### src/rtl/fifo_stream_reader.sv
// Read-side consumer for the dual-clock FIFO. It pops words, absorbs the FIFO's
// one-cycle registered read latency in a 3-entry skid buffer, and presents a valid/ready stream.
module fifo_stream_reader #(
  parameter int DATA_W = 8,
  parameter int CNT_W  = 16
) (
  input  logic              rd_clk,
  input  logic              rd_rst,
  input  logic              en,
  input  logic              fifo_empty,
  input  logic [DATA_W-1:0] fifo_out,
  output logic              rd_en,
  output logic [DATA_W-1:0] m_data,
  output logic              m_valid,
  input  logic              m_ready,
  output logic [CNT_W-1:0]  word_cnt,
  output logic              busy
);

  localparam int DEPTH = 3;

  logic [1:0]       r_head, r_head_next;
  logic [1:0]       r_tail, r_tail_next;
  logic [1:0]       r_occ, r_occ_next;
  logic             r_inflight;
  logic [CNT_W-1:0] r_word_cnt, r_word_cnt_next;

  logic [2:0] w_committed;
  logic       w_credit;
  logic       w_rd_en;
  logic       w_arrive;
  logic       w_valid;
  logic       w_xfer;

  function automatic logic [1:0] ptr_inc(input logic [1:0] p);
    return (p == 2'd2) ? 2'd0 : p + 2'd1;
  endfunction

  // Credit counts both buffered words and the word still coming out of the FIFO,
  // so an arrival always finds a free slot and rd_en never looks at m_ready.
  assign w_committed = {1'b0, r_occ} + {2'b00, r_inflight};
  assign w_credit    = (w_committed < 3'd3);
  assign w_rd_en     = en && !fifo_empty && !rd_rst && w_credit;
  assign w_arrive    = r_inflight;
  assign w_valid     = (r_occ != 2'd0) && !rd_rst;
  assign w_xfer      = w_valid && m_ready;

  always_comb begin
    r_head_next     = r_head;
    r_tail_next     = r_tail;
    r_occ_next      = r_occ;
    r_word_cnt_next = r_word_cnt;
    if (w_arrive) begin
      r_tail_next = ptr_inc(r_tail);
    end
    if (w_xfer) begin
      r_head_next     = ptr_inc(r_head);
      r_word_cnt_next = r_word_cnt + {{(CNT_W-1){1'b0}}, 1'b1};
    end
    case ({w_arrive, w_xfer})
      2'b10:   r_occ_next = r_occ + 2'd1;
      2'b01:   r_occ_next = r_occ - 2'd1;
      default: r_occ_next = r_occ;
    endcase
  end

  // A word in flight at reset is dropped simply by not advancing tail/occ.
  always_ff @(posedge rd_clk) begin
    if (rd_rst) begin
      r_head     <= 2'd0;
      r_tail     <= 2'd0;
      r_occ      <= 2'd0;
      r_inflight <= 1'b0;
      r_word_cnt <= '0;
    end else begin
      r_head     <= r_head_next;
      r_tail     <= r_tail_next;
      r_occ      <= r_occ_next;
      r_inflight <= w_rd_en;
      r_word_cnt <= r_word_cnt_next;
    end
  end

  generate
    for (genvar gi = 0; gi < DEPTH; gi++) begin : g_buf
      logic [DATA_W-1:0] r_word;
      always_ff @(posedge rd_clk) begin
        if (w_arrive && !rd_rst && (r_tail == 2'(gi))) begin
          r_word <= fifo_out;
        end
      end
    end
  endgenerate

  always_comb begin
    case (r_head)
      2'd0:    m_data = g_buf[0].r_word;
      2'd1:    m_data = g_buf[1].r_word;
      default: m_data = g_buf[2].r_word;
    endcase
  end

  assign rd_en    = w_rd_en;
  assign m_valid  = w_valid;
  assign word_cnt = r_word_cnt;
  assign busy     = ((r_occ != 2'd0) || r_inflight) && !rd_rst;

endmodule

### config.mk
export PLATFORM = sky130hd
export DESIGN_NAME = fifo_stream_reader
export DESIGN_NICKNAME = d
export VERILOG_FILES = /design/src/rtl/fifo_stream_reader.sv
export SDC_FILE = /design/constraint.sdc
export NUM_CORES = 1
export LEC_CHECK = 0
export CAP_MARGIN = 20
export CORE_UTILIZATION = 28
export DETAILED_ROUTE_END_ITERATION = 10
export HOLD_SLACK_MARGIN = 0.02
export PLACE_DENSITY = 0.6
export SLEW_MARGIN = 20
export SYNTH_ARGS = -nofsm -noshare
export SYNTH_HDL_FRONTEND = slang
export SYNTH_SLANG_ARGS = --single-unit
### constraint.sdc
create_clock -name rd_clk -period 1.9 [get_ports rd_clk]
set_input_delay 0.19 -clock rd_clk [delete_from_list [all_inputs] [get_ports rd_clk]]
set_output_delay 0.19 -clock rd_clk [all_outputs]
set_load 0.03 [all_outputs]
Yosys cells after proc, flatten, opt, wreduce, memory -nomap -nowiden
Index checks and enable logic that the tools add are counted.

Logic and storage cells: 42. Input port bits: 13. Output and inout port bits: 27. Bits in registers: 47.

Add/sub/neg operators: 6. $lt $le $gt $ge: 1. Reductions and logical operators: 17. Eq/ne operators: 6. Muxes and demuxes: 4.

Operator list (count): 16-bit by 1-bit adder with 16-bit output (second input constant) (1); 8-bit one-hot mux with 2 select lines (1); 1-bit logical AND (10); 2-bit by 1-bit adder with 2-bit output (second input constant) (3); 2-bit by 1-bit equality test with 1-bit output (second input constant) (3); 2-bit equality test (second input constant) (3); 2-bit zero test (2); 2-bit two-way mux (2); 2-bit one-hot mux with 2 select lines (1); 2-bit nonzero test (2); 2-bit by 1-bit adder with 3-bit output (1); 3-bit by 2-bit < comparator with 1-bit output (second input constant) (1); 1-bit zero test (2); 2-bit by 1-bit subtractor with 2-bit output (second input constant) (1); 1-bit logical OR (1).

Depth between registers and ports, before layout
Gate-level depths: netlist of the first run.

Depth after elaboration: 5. Mapped depth: 9. Mapped depth without buffers: 8.

Worst setup path after synthesis of the first run
No wires, ideal clock.

Kind: reg-to-output. From: reg r_occ[0]. To: out rd_en. Path slack: -0.129 ns. Required time: 1.710 ns. Cell stages (with the launch flop): 5. Data arrival time: 1.839 ns. Cell sequence: dfxtp_1 ha_1 ha_1 or4b_2 a21oi_1.

Longest elaborated chain between the ends: 3.

Ends and longest elaborated chain: from (decl) (RTL line 24) `logic [1:0] r_occ, r_occ_next;`; from (signal assigned) (RTL line 78) `r_occ <= r_occ_next;`; 2-bit by 1-bit adder with 3-bit output (RTL line 41) `assign w_committed = {1'b0, r_occ} + {2'b00, r_inflight};`; 3-bit by 2-bit < comparator with 1-bit output (RTL line 42) `assign w_credit = (w_committed < 3'd3);`; 1-bit logical AND (RTL line 43) `assign w_rd_en = en && !fifo_empty && !rd_rst && w_credit;`; to (decl) (RTL line 12) `output logic rd_en,`.

No other way between the ends.

Worst setup path after layout of the first run
From: reg r_inflight. To: out rd_en.

Longest elaborated chain between the ends: 3.

Ends and longest elaborated chain: from (decl) (RTL line 25) `logic r_inflight;`; from (signal assigned) (RTL line 79) `r_inflight <= w_rd_en;`; 2-bit by 1-bit adder with 3-bit output (RTL line 41); 3-bit by 2-bit < comparator with 1-bit output (RTL line 42); 1-bit logical AND (RTL line 43).

No other way between the ends.

==> flow_metrics.tcl, run 1 <==
set metrics [dict create \
    crit_path_end_kind "output pin" \
    synth_top_cell_by_area "edfxtp_1" \
    placementRows 30 \
    fmax_mhz 527 \
    die_w_um 86.4 \
    min_period_ns 1.90 \
    synth_area_per_cell_um2 11.2 \
    p_per_area_mw_per_mm2 736 \
    path_class "register to output pin" \
    setup_viol 0 \
    antenna_found_initial 0 \
    grt_pass1_wl_mm 6.41 \
    synth_xor_area_share_pct 5.27 \
    cts_buffer_depth 2 \
    holdBufCountCts 0 \
    ir_worst_vdd_mv 0.473 \
    fillers 697 \
    grt_pass1_vias 1379 \
    p_int_mw 1.56 \
    synth-seq-cells 47 \
    tightest_slew_ns 0.329 \
    hold_violations 0 \
    grt_max_degree 25 \
    muxShareOfSynthArea_pct 4.58 \
    path_clk_slew_ns 0.09 \
    synth_edf_count 24 \
    gp_congestion 0.717 \
    ios 40 \
    cts_root_buffer "clkbuf_8" \
    crit_fanout 2 \
    numPlacedInstances 322 \
    synth_area_leaders "edfxtp_1 36%, dfxtp_1 23%, mux2i_1 4.0%" \
    r2r_cells 8 \
    cts_tree "done" \
    start_kind "register" \
    hpwl_mm 2.70 \
    drc 0 \
    clock_latency_ns 0.30 \
    first_pass_iters 6 \
    clockPowerShare_pct 37.2 \
    arrival_ns 1.71 \
    timing.final.ws_setup_ns 0.00420 \
    synth_top_area_share_pct 36.1 \
    die_area_mm2 0.00747 \
    synth_top_family_by_area "simple AND/OR/NAND/NOR gates" \
    rsz0062_at_grt "yes" \
    io_buffers 39 \
    dp_slack_ns 0.00416 \
    p_leak_nw 0.966 \
    mostFrequentLayoutCell "clkdlybuf4s50_1" \
    syn_nets 195 \
    die_y_um 86.4 \
    cts.sinks 47 \
    power_switching_mw 0.454 \
    final_cell_count_no_fill 331 \
    antenna_left 0 \
    grt_util_all_layers_pct 11.1 \
    grt_overflow 0 \
    sequentialPowerShare_pct 54.2 \
    ys.flop_type "edfxtp_1" \
    syn_inst 178 \
    drt_wl_total_mm 3.94 \
    worstPathRequired_ns 1.71 \
    ys_seq_area_share_pct 59.2 \
    routedWlPerCell_um 11.9 \
    netSwitchingFraction_pct 22.5 \
    share_comb_of_total_power_pct 8.6 \
    synth_cell_types 34 \
    max_cap_viol_count 0 \
    status "finished clean" \
    synth_simple_gate_area_share_pct 18.4 \
    finalCritPeriodShare_pct 99.8 \
    async_flop_share_pct 0 \
    yosysWarnings 0 \
    fin_nets 251 \
    drive_above_1_share_pct 18.3 \
    syn-cell-area_mm2 0.00200 \
    max-slew-margin-rel_pct 77.9 \
    core_mm2 0.00683 \
    area_growth_pct 37.3 \
    cts_made_buffers 5 \
    htreeDepth 2 \
    drv_slew 0 \
    start_util_pct 29.2 \
    finClkSkew_ns 0.00280 \
    holdPathStages 1 \
    drtIter0Drc 73 \
    dr_total_vias 1449 \
    vias_per_cell 4.38 \
    synth_adder_area_share_pct 2.51 \
    layout_common_cells "28 x clkdlybuf4s50_1, 24 x edfxtp_1, 22 x buf_4" \
    synth_compound_area_share_pct 7.21 \
    hp-class "primary input to register" \
    diodes 0 \
]
[registers in the layout, indices dropped and copies added (netlist names)]
| register | count |
|---|---|
| g_buf.r_word | 24 |
| r_occ | 2 |
| r_inflight | 1 |
| word_cnt | 16 |
| r_head | 2 |
| r_tail | 2 |
[cell families after synthesis]
kind of cell	count (synthesis)
and+or+nand+nor	68
DFF	47
AOI/OAI and AO/OA	25
buffers and inverters	13
xor gates and xnor gates	12
muxes	9
adders and majority gates	4
[power groups by stage]
stage          clock network (mW)  logic, mW  registers, mW
2_1_floorplan                   0     0.0859           1.11
3_5_place_dp                    0      0.172           1.11
4_1_cts                     0.778      0.175           1.09
3_3_place_gp                    0      0.171           1.11
5_1_grt                     0.825      0.188           1.09
6_report                    0.750      0.173           1.09
[worst paths after layout]
kind | start | endpoint | slack (ns)
worst min-delay path | fifo_out[3] | g_buf[2].r_word[3] | 0.50
worst max register to register | r_occ[0] | r_occ[1] | 0.21
worst min register to register | word_cnt[13] | word_cnt[13] | 0.51
worst max-delay path | r_inflight | rd_en | 0.004
[worst max-delay path, cell delays in order (launching register included)]
cell and delay (ns):
dfxtp_2 0.35, ha_4 0.16, ha_4 0.15, or4b_4 0.48, a21oi_2 0.13, buf_6 0.14
[area by class of cell]
type	instances	area [um2]	share of cell area, %
Timing Repair Buffer	57	509	18.6
Sequential cell	47	1190	43.3
Inverter	5	18.8	0.685
Clock buffer	5	68.8	2.51
Clock inverter	3	47.5	1.74
Tap cell	96	120	4.38
Multi-Input combinational cell	118	790	28.8
[layer usage]
metal,wire length [um],up-vias,track usage (%)
met4,41,0,5.00
met1,1870,674,14.0
met5,0,-,0
li1,-,750,-
met3,120,2,2.48
met2,1910,23,18.0
[metrics by stage]
step / area, um2 / power (mW) / util [%] / hold slack [ns] / TNS (ns)
3_5_place_dp: 2590 / 1.29 / 37.9 / 0.502 / 0
5_1_grt: 2740 / 2.11 / 40.1 / 0.482 / -0.0443
2_1_floorplan: 2000 / 1.20 / - / 0.289 / 0
4_1_cts: 2740 / 2.05 / 40.1 / 0.489 / -0.0276
6_report: 2740 / 2.02 / 40.1 / 0.498 / 0
3_3_place_gp: 2590 / 1.28 / 37.9 / 0.499 / 0
[synth_stat cells (2+ instances only)]
library cell and instances:
nand3_1 7, nor3_1 3, nor2_1 15, ha_1 4
or3_1 3, mux2i_1 8, o31ai_1 2, o21ai_0 11
xor2_1 9, xnor2_1 3, nand2_1 17, clkbuf_1 6
nor3b_1 2, nand4_1 5, or4_1 2, nor4_1 2
dfxtp_1 23, and4_1 2, inv_1 5, and3_1 2
a21oi_1 11, edfxtp_1 24
[what timing repair did]
item / in CTS / in global routing
setup buffers: 1 / 0
resized for setup: 16 / 0
endpoints found under the hold margin: 0 / 0
pin swaps: 2 / 1
cloned: 0 / 0
setup endpoints to repair: 7 / 1
Power figures use the tool's default switching activity.
==> run 2, diff against run 1 <==
--- a/config.mk
+++ b/config.mk
@@ -6,7 +6,9 @@
 export NUM_CORES = 1
 export LEC_CHECK = 0
 export CAP_MARGIN = 20
+export CORE_MARGIN = 10
 export CORE_UTILIZATION = 28
+export CTS_CLUSTER_DIAMETER = 100
 export DETAILED_ROUTE_END_ITERATION = 10
 export HOLD_SLACK_MARGIN = 0.02
 export PLACE_DENSITY = 0.6
==> flow_metrics.tcl, run 2 (synthesis results as in run 1) <==
set metrics [dict create \
    dr_total_vias 1484 \
    p_leak_nw 0.958 \
    grt_pass1_wl_mm 7.16 \
    hold_violations 0 \
    drive_above_1_share_pct 18.2 \
    antenna_left 0 \
    die_y_um 104 \
    htreeDepth 2 \
    core_mm2 0.00687 \
    worstPathRequired_ns 1.71 \
    place_area_mm2 0.00259 \
    drtIter0Drc 83 \
    start_util_pct 29.1 \
    tightest_slew_ns 0.320 \
    timing.final.ws_setup_ns -0.00457 \
    max-slew-margin-rel_pct 78.6 \
    arrival_ns 1.71 \
    max_cap_viol_count 0 \
    hpwl_mm 3.29 \
    power_switching_mw 0.433 \
    cts_buffer_depth 2 \
    finish.instance_area_mm2 0.00270 \
    area_growth_pct 35.2 \
    finalCritPeriodShare_pct 100 \
    largest_register "g_buf.r_word" \
    crit_path_end_kind "output pin" \
    antenna_found_initial 0 \
    cts_root_buffer "clkbuf_8" \
    violations "negative setup slack" \
    setup_viol 1 \
    p_int_mw 1.42 \
    whs_ns 0.497 \
    clockPowerShare_pct 31.8 \
    p_per_area_mw_per_mm2 687 \
    seq_area_mm2 0.00119 \
    grt_pass1_vias 1499 \
    grt_util_all_layers_pct 7.97 \
    cts_made_buffers 5 \
    grt_max_degree 25 \
    die_w_um 104 \
    grt_overflow 0 \
    crit_fanout 2 \
    netSwitchingFraction_pct 23.4 \
    status "complete, but fails checks" \
    fillers 686 \
    ios 40 \
    cts.sinks 47 \
    multi_input_area_um2 769 \
    sequentialPowerShare_pct 58.7 \
    share_comb_of_total_power_pct 9.5 \
    drt_wl_total_mm 4.33 \
    rsz0062_at_grt "yes" \
    fin_util_pct 39.3 \
    path_class "register to output pin" \
    largest_reg_flops 24 \
    ir_worst_vdd_mv 0.223 \
    start_kind "register" \
    diodes 0 \
    vias_per_cell 4.47 \
    mostFrequentLayoutCell "clkdlybuf4s50_1" \
    first_pass_iters 4 \
    layout_common_cells "28 x clkdlybuf4s50_1, 24 x edfxtp_1, 23 x buf_4" \
    hp-class "primary input to register" \
    cts_tree "done" \
    gp_congestion 0.800 \
    min_period_ns 1.90 \
    placementRows 30 \
    holdBufCountCts 0 \
    drc 0 \
    routedWlPerCell_um 13.1 \
    finClkSkew_ns 0.00781 \
    io_buffers 39 \
    path_clk_slew_ns 0.09 \
    clock_latency_ns 0.30 \
    die_area_mm2 0.0109 \
    fin_nets 252 \
    drv_slew 0 \
    fmax_mhz 525 \
]
==> run 2: changes by cell type in the layout (fill, tap and decap cells not counted) <==
cell       change
clkinv_2       +1
ha_2           +2
inv_6          -1
clkbuf_1       +1
ha_4           -2
bufinv_16      -1
buf_4          +1
==> run 2: power by group through the flow <==
| stage | clock (mW) | combinational (mW) | sequential [mW] |
|---|---|---|---|
| 3_5_place_dp | 0 | 0.178 | 1.11 |
| 5_1_grt | 0.649 | 0.191 | 1.09 |
| 3_3_place_gp | 0 | 0.175 | 1.11 |
| 4_1_cts | 0.613 | 0.178 | 1.09 |
| 6_report | 0.589 | 0.176 | 1.09 |
| 2_1_floorplan | 0 | 0.0859 | 1.11 |
==> run 2: metal layers <==
| layer | vias to the layer above | track usage, % | part of all wire [%] |
|---|---|---|---|
| li1 | 758 | - | - |
| met1 | 689 | 8.69 | 43 |
| met2 | 28 | 13.8 | 50 |
| met3 | 9 | 2.23 | 4.6 |
| met4 | 0 | 3.88 | 2.1 |
| met5 | - | 0 | 0 |
==> run 2: final cells by class <==
class | instances | area share (%)
Clock buffer | 6 | 2.69
Clock inverter | 2 | 0.510
Inverter | 5 | 0.696
Multi-Input combinational cell | 118 | 28.5
Sequential cell | 47 | 44.0
Tap cell | 96 | 4.45
Timing Repair Buffer | 58 | 19.2
==> run 2: worst paths after layout <==
path	start	to	slack, ns	cells past startpoint
worst max-delay path	r_occ[0]	rd_en	-0.005	5
worst min-delay path	fifo_out[0]	g_buf[2].r_word[0]	0.50	1
worst max register to register	r_occ[0]	r_occ[1]	0.26	8
worst min register to register	word_cnt[14]	word_cnt[14]	0.51	2
==> run 2: metrics by stage <==
step | worst slack (ns) | std cells | TNS [ns] | total power, mW
floorplan | 0.0451 | 178 | 0 | 1.20
global placement | 0.0593 | 323 | 0 | 1.29
detailed placement | -0.00648 | 323 | -0.00648 | 1.29
CTS | -0.0249 | 332 | -0.0249 | 1.88
global route | -0.0605 | 332 | -0.0605 | 1.93
finish | -0.00457 | 332 | -0.00457 | 1.85
==> run 2: repair_timing <==
action,in CTS,in global routing
setup buffers,1,0
gates resized for setup,14,0
cloned,0,0
endpoints found under the setup margin,7,1
==> run 2: worst max-delay path, stage by stage, from the launching register on <==
cell and delay [ns]:
dfxtp_2 0.33, ha_2 0.17, ha_2 0.16, or4b_4 0.48
a21oi_2 0.13, buf_6 0.14
==> run 3, diff against run 2 <==
--- a/config.mk
+++ b/config.mk
@@ -10,8 +10,9 @@
 export CORE_UTILIZATION = 28
 export CTS_CLUSTER_DIAMETER = 100
 export DETAILED_ROUTE_END_ITERATION = 10
+export DONT_BUFFER_PORTS = 1
 export HOLD_SLACK_MARGIN = 0.02
-export PLACE_DENSITY = 0.6
+export PLACE_DENSITY = 0.52
 export SLEW_MARGIN = 20
 export SYNTH_ARGS = -nofsm -noshare
 export SYNTH_HDL_FRONTEND = slang
==> constraint.sdc (replaced) <==
create_clock -name rd_clk -period 1.88 [get_ports rd_clk]
set_input_delay 0.188 -clock rd_clk [delete_from_list [all_inputs] [get_ports rd_clk]]
set_output_delay 0.188 -clock rd_clk [all_outputs]
set_load 0.03 [all_outputs]
==> flow_metrics.tcl, run 3 (synthesis results as in run 1) <==
set metrics [dict create \
    cts.sinks 47 \
    finish.instance_area_mm2 0.00261 \
    fmax_mhz 532 \
    rsz0062_at_grt "yes" \
    grt_overflow 0 \
    worstPathRequired_ns 1.69 \
    drv_slew 0 \
    grt_util_all_layers_pct 8.33 \
    die_w_um 104 \
    r2r_slack_ns 0.16 \
    grt_pass1_vias 1412 \
    area_growth_pct 30.7 \
    max-slew-margin-rel_pct 43.5 \
    placementRows 30 \
    drt_wl_total_mm 4.39 \
    timing.final.ws_setup_ns -0.000307 \
    core_mm2 0.00687 \
    crit_path_end_kind "output pin" \
    p_leak_nw 0.940 \
    critPathMostFrequentCell "ha_4" \
    min_period_ns 1.88 \
    cts_made_buffers 5 \
    io_buffers 0 \
    grt_max_degree 21 \
    r2r-end "r_occ[1]" \
    crit_slowest_cell "or4b_4" \
    regToRegStartpoint "r_occ[0]" \
    status "complete, but fails checks" \
    p_per_area_mw_per_mm2 811 \
    antenna_found_initial 0 \
    path_clk_slew_ns 0.09 \
    dr_total_vias 1405 \
    hpwl_mm 3.05 \
    crit_path_start "r_occ[0]" \
    place_area_mm2 0.00233 \
    violations "negative setup slack" \
    path_class "register to output pin" \
    htreeDepth 2 \
    tightest_slew_ns 0.845 \
    clock_latency_ns 0.29 \
    max_stage_delay_ns 0.48 \
    worstPathCellList "ha_4, ha_4, or4b_4, a21oi_2, buf_6" \
    vias_per_cell 4.42 \
    drive_above_1_share_pct 23.9 \
    setup_viol 1 \
    r2r_cells 8 \
    start_kind "register" \
    grt_pass1_wl_mm 7.36 \
    finClkSkew_ns 0.00636 \
    arrival_ns 1.69 \
    drtIter0Drc 76 \
    ios 40 \
    gp_congestion 0.738 \
    largest_reg_flops 24 \
    max_cap_viol_count 0 \
    hp-class "primary input to register" \
    cts_root_buffer "clkbuf_8" \
    mostFrequentLayoutCell "buf_4" \
    die_y_um 104 \
    layout_common_cells "33 x buf_4, 24 x edfxtp_1, 21 x dfxtp_1" \
    fillers 671 \
    largest_register "g_buf.r_word" \
    first_pass_iters 3 \
    drc 0 \
    die_area_mm2 0.0109 \
    fin_tns_setup_ns -0.000307 \
    hold_violations 0 \
    start_util_pct 29.1 \
    routedWlPerCell_um 13.8 \
    diodes 0 \
    ir_worst_vdd_mv 0.292 \
    cts_tree "done" \
    cts_buffer_depth 2 \
    seq_area_mm2 0.00118 \
    min_from "m_ready" \
    crit_fanout 2 \
    fin_nets 238 \
    antenna_left 0 \
    setup.worst_path.end "rd_en" \
    finalCritPeriodShare_pct 100 \
    multi_input_area_um2 790 \
    p_total_mw 2.12 \
]
## run 3: cell types whose count changed in the layout (fill, tap and decap cells not counted), sizes merged
cell	delta
clkdlybuf4s50	-28
buf	+10
dlygate4sd3	+10
dlygate4sd2	-6
bufinv	+2
clkinv	-2
clkbuf	-1
clkinvlp	+1
## run 3: metal layers
layer / vias up / global-route usage [%] / share of wire (%)
met4: 0 / 4.17 / 2.0
met1: 654 / 9.56 / 45
li1: 723 / - / -
met2: 22 / 13.3 / 49
met5: - / 0 / 0
met3: 6 / 3.04 / 4.9
## run 3: area by class of cell
cell class | instances | area share [%]
Tap cell | 96 | 4.61
Timing Repair Buffer | 44 | 13.8
Sequential cell | 47 | 45.4
Clock inverter | 3 | 2.59
Clock buffer | 5 | 2.64
Multi-Input combinational cell | 118 | 30.3
Inverter | 5 | 0.720
## run 3: worst min path at each step
stage	to	cells after the start
after floorplan	g_buf[0].r_word[0]	0
after global placement	word_cnt[11]	1
after detailed placement	r_head[1]	1
after CTS	r_inflight	2
after global routing	word_cnt[1]	2
final	r_head[1]	2
## run 3: power breakdown
part | leakage, nW | switching, mW | internal, mW | total [mW]
clock network | 0.0644 | 0.332 | 0.530 | 0.862
logic | 0.473 | 0.0848 | 0.0650 | 0.150
registers | 0.403 | 0.0155 | 1.09 | 1.10
total | 0.940 | 0.433 | 1.68 | 2.12
## run 3: critical path: cells and delay by family, from the launching register on
kind / cells / cell delay [ns]
simple gates: 1 / 0.48
flops: 1 / 0.34
fa+ha+maj: 2 / 0.30
buf+inv: 1 / 0.14
compound gates: 1 / 0.13
## run 3: repair_timing
item	CTS	global route
buffers inserted	1	0
pin swaps	2	2
resized for setup	8	1
endpoints found under the setup margin	1	2
hold buffers	10	0
endpoints found under the hold margin	45	0
## run 3: stage by stage
step / setup slack [ns] / std cells / utilization (%) / hold WS, ns
floorplan: 0.0271 / 178 / - / 0.287
detailed placement: 0.100 / 299 / 33.9 / 0.262
global placement: 0.111 / 299 / 33.9 / 0.261
global route: -0.0794 / 318 / 38.0 / 0.0542
finish: -0.000307 / 318 / 38.0 / 0.0611
CTS: -0.0481 / 318 / 38.0 / 0.0436
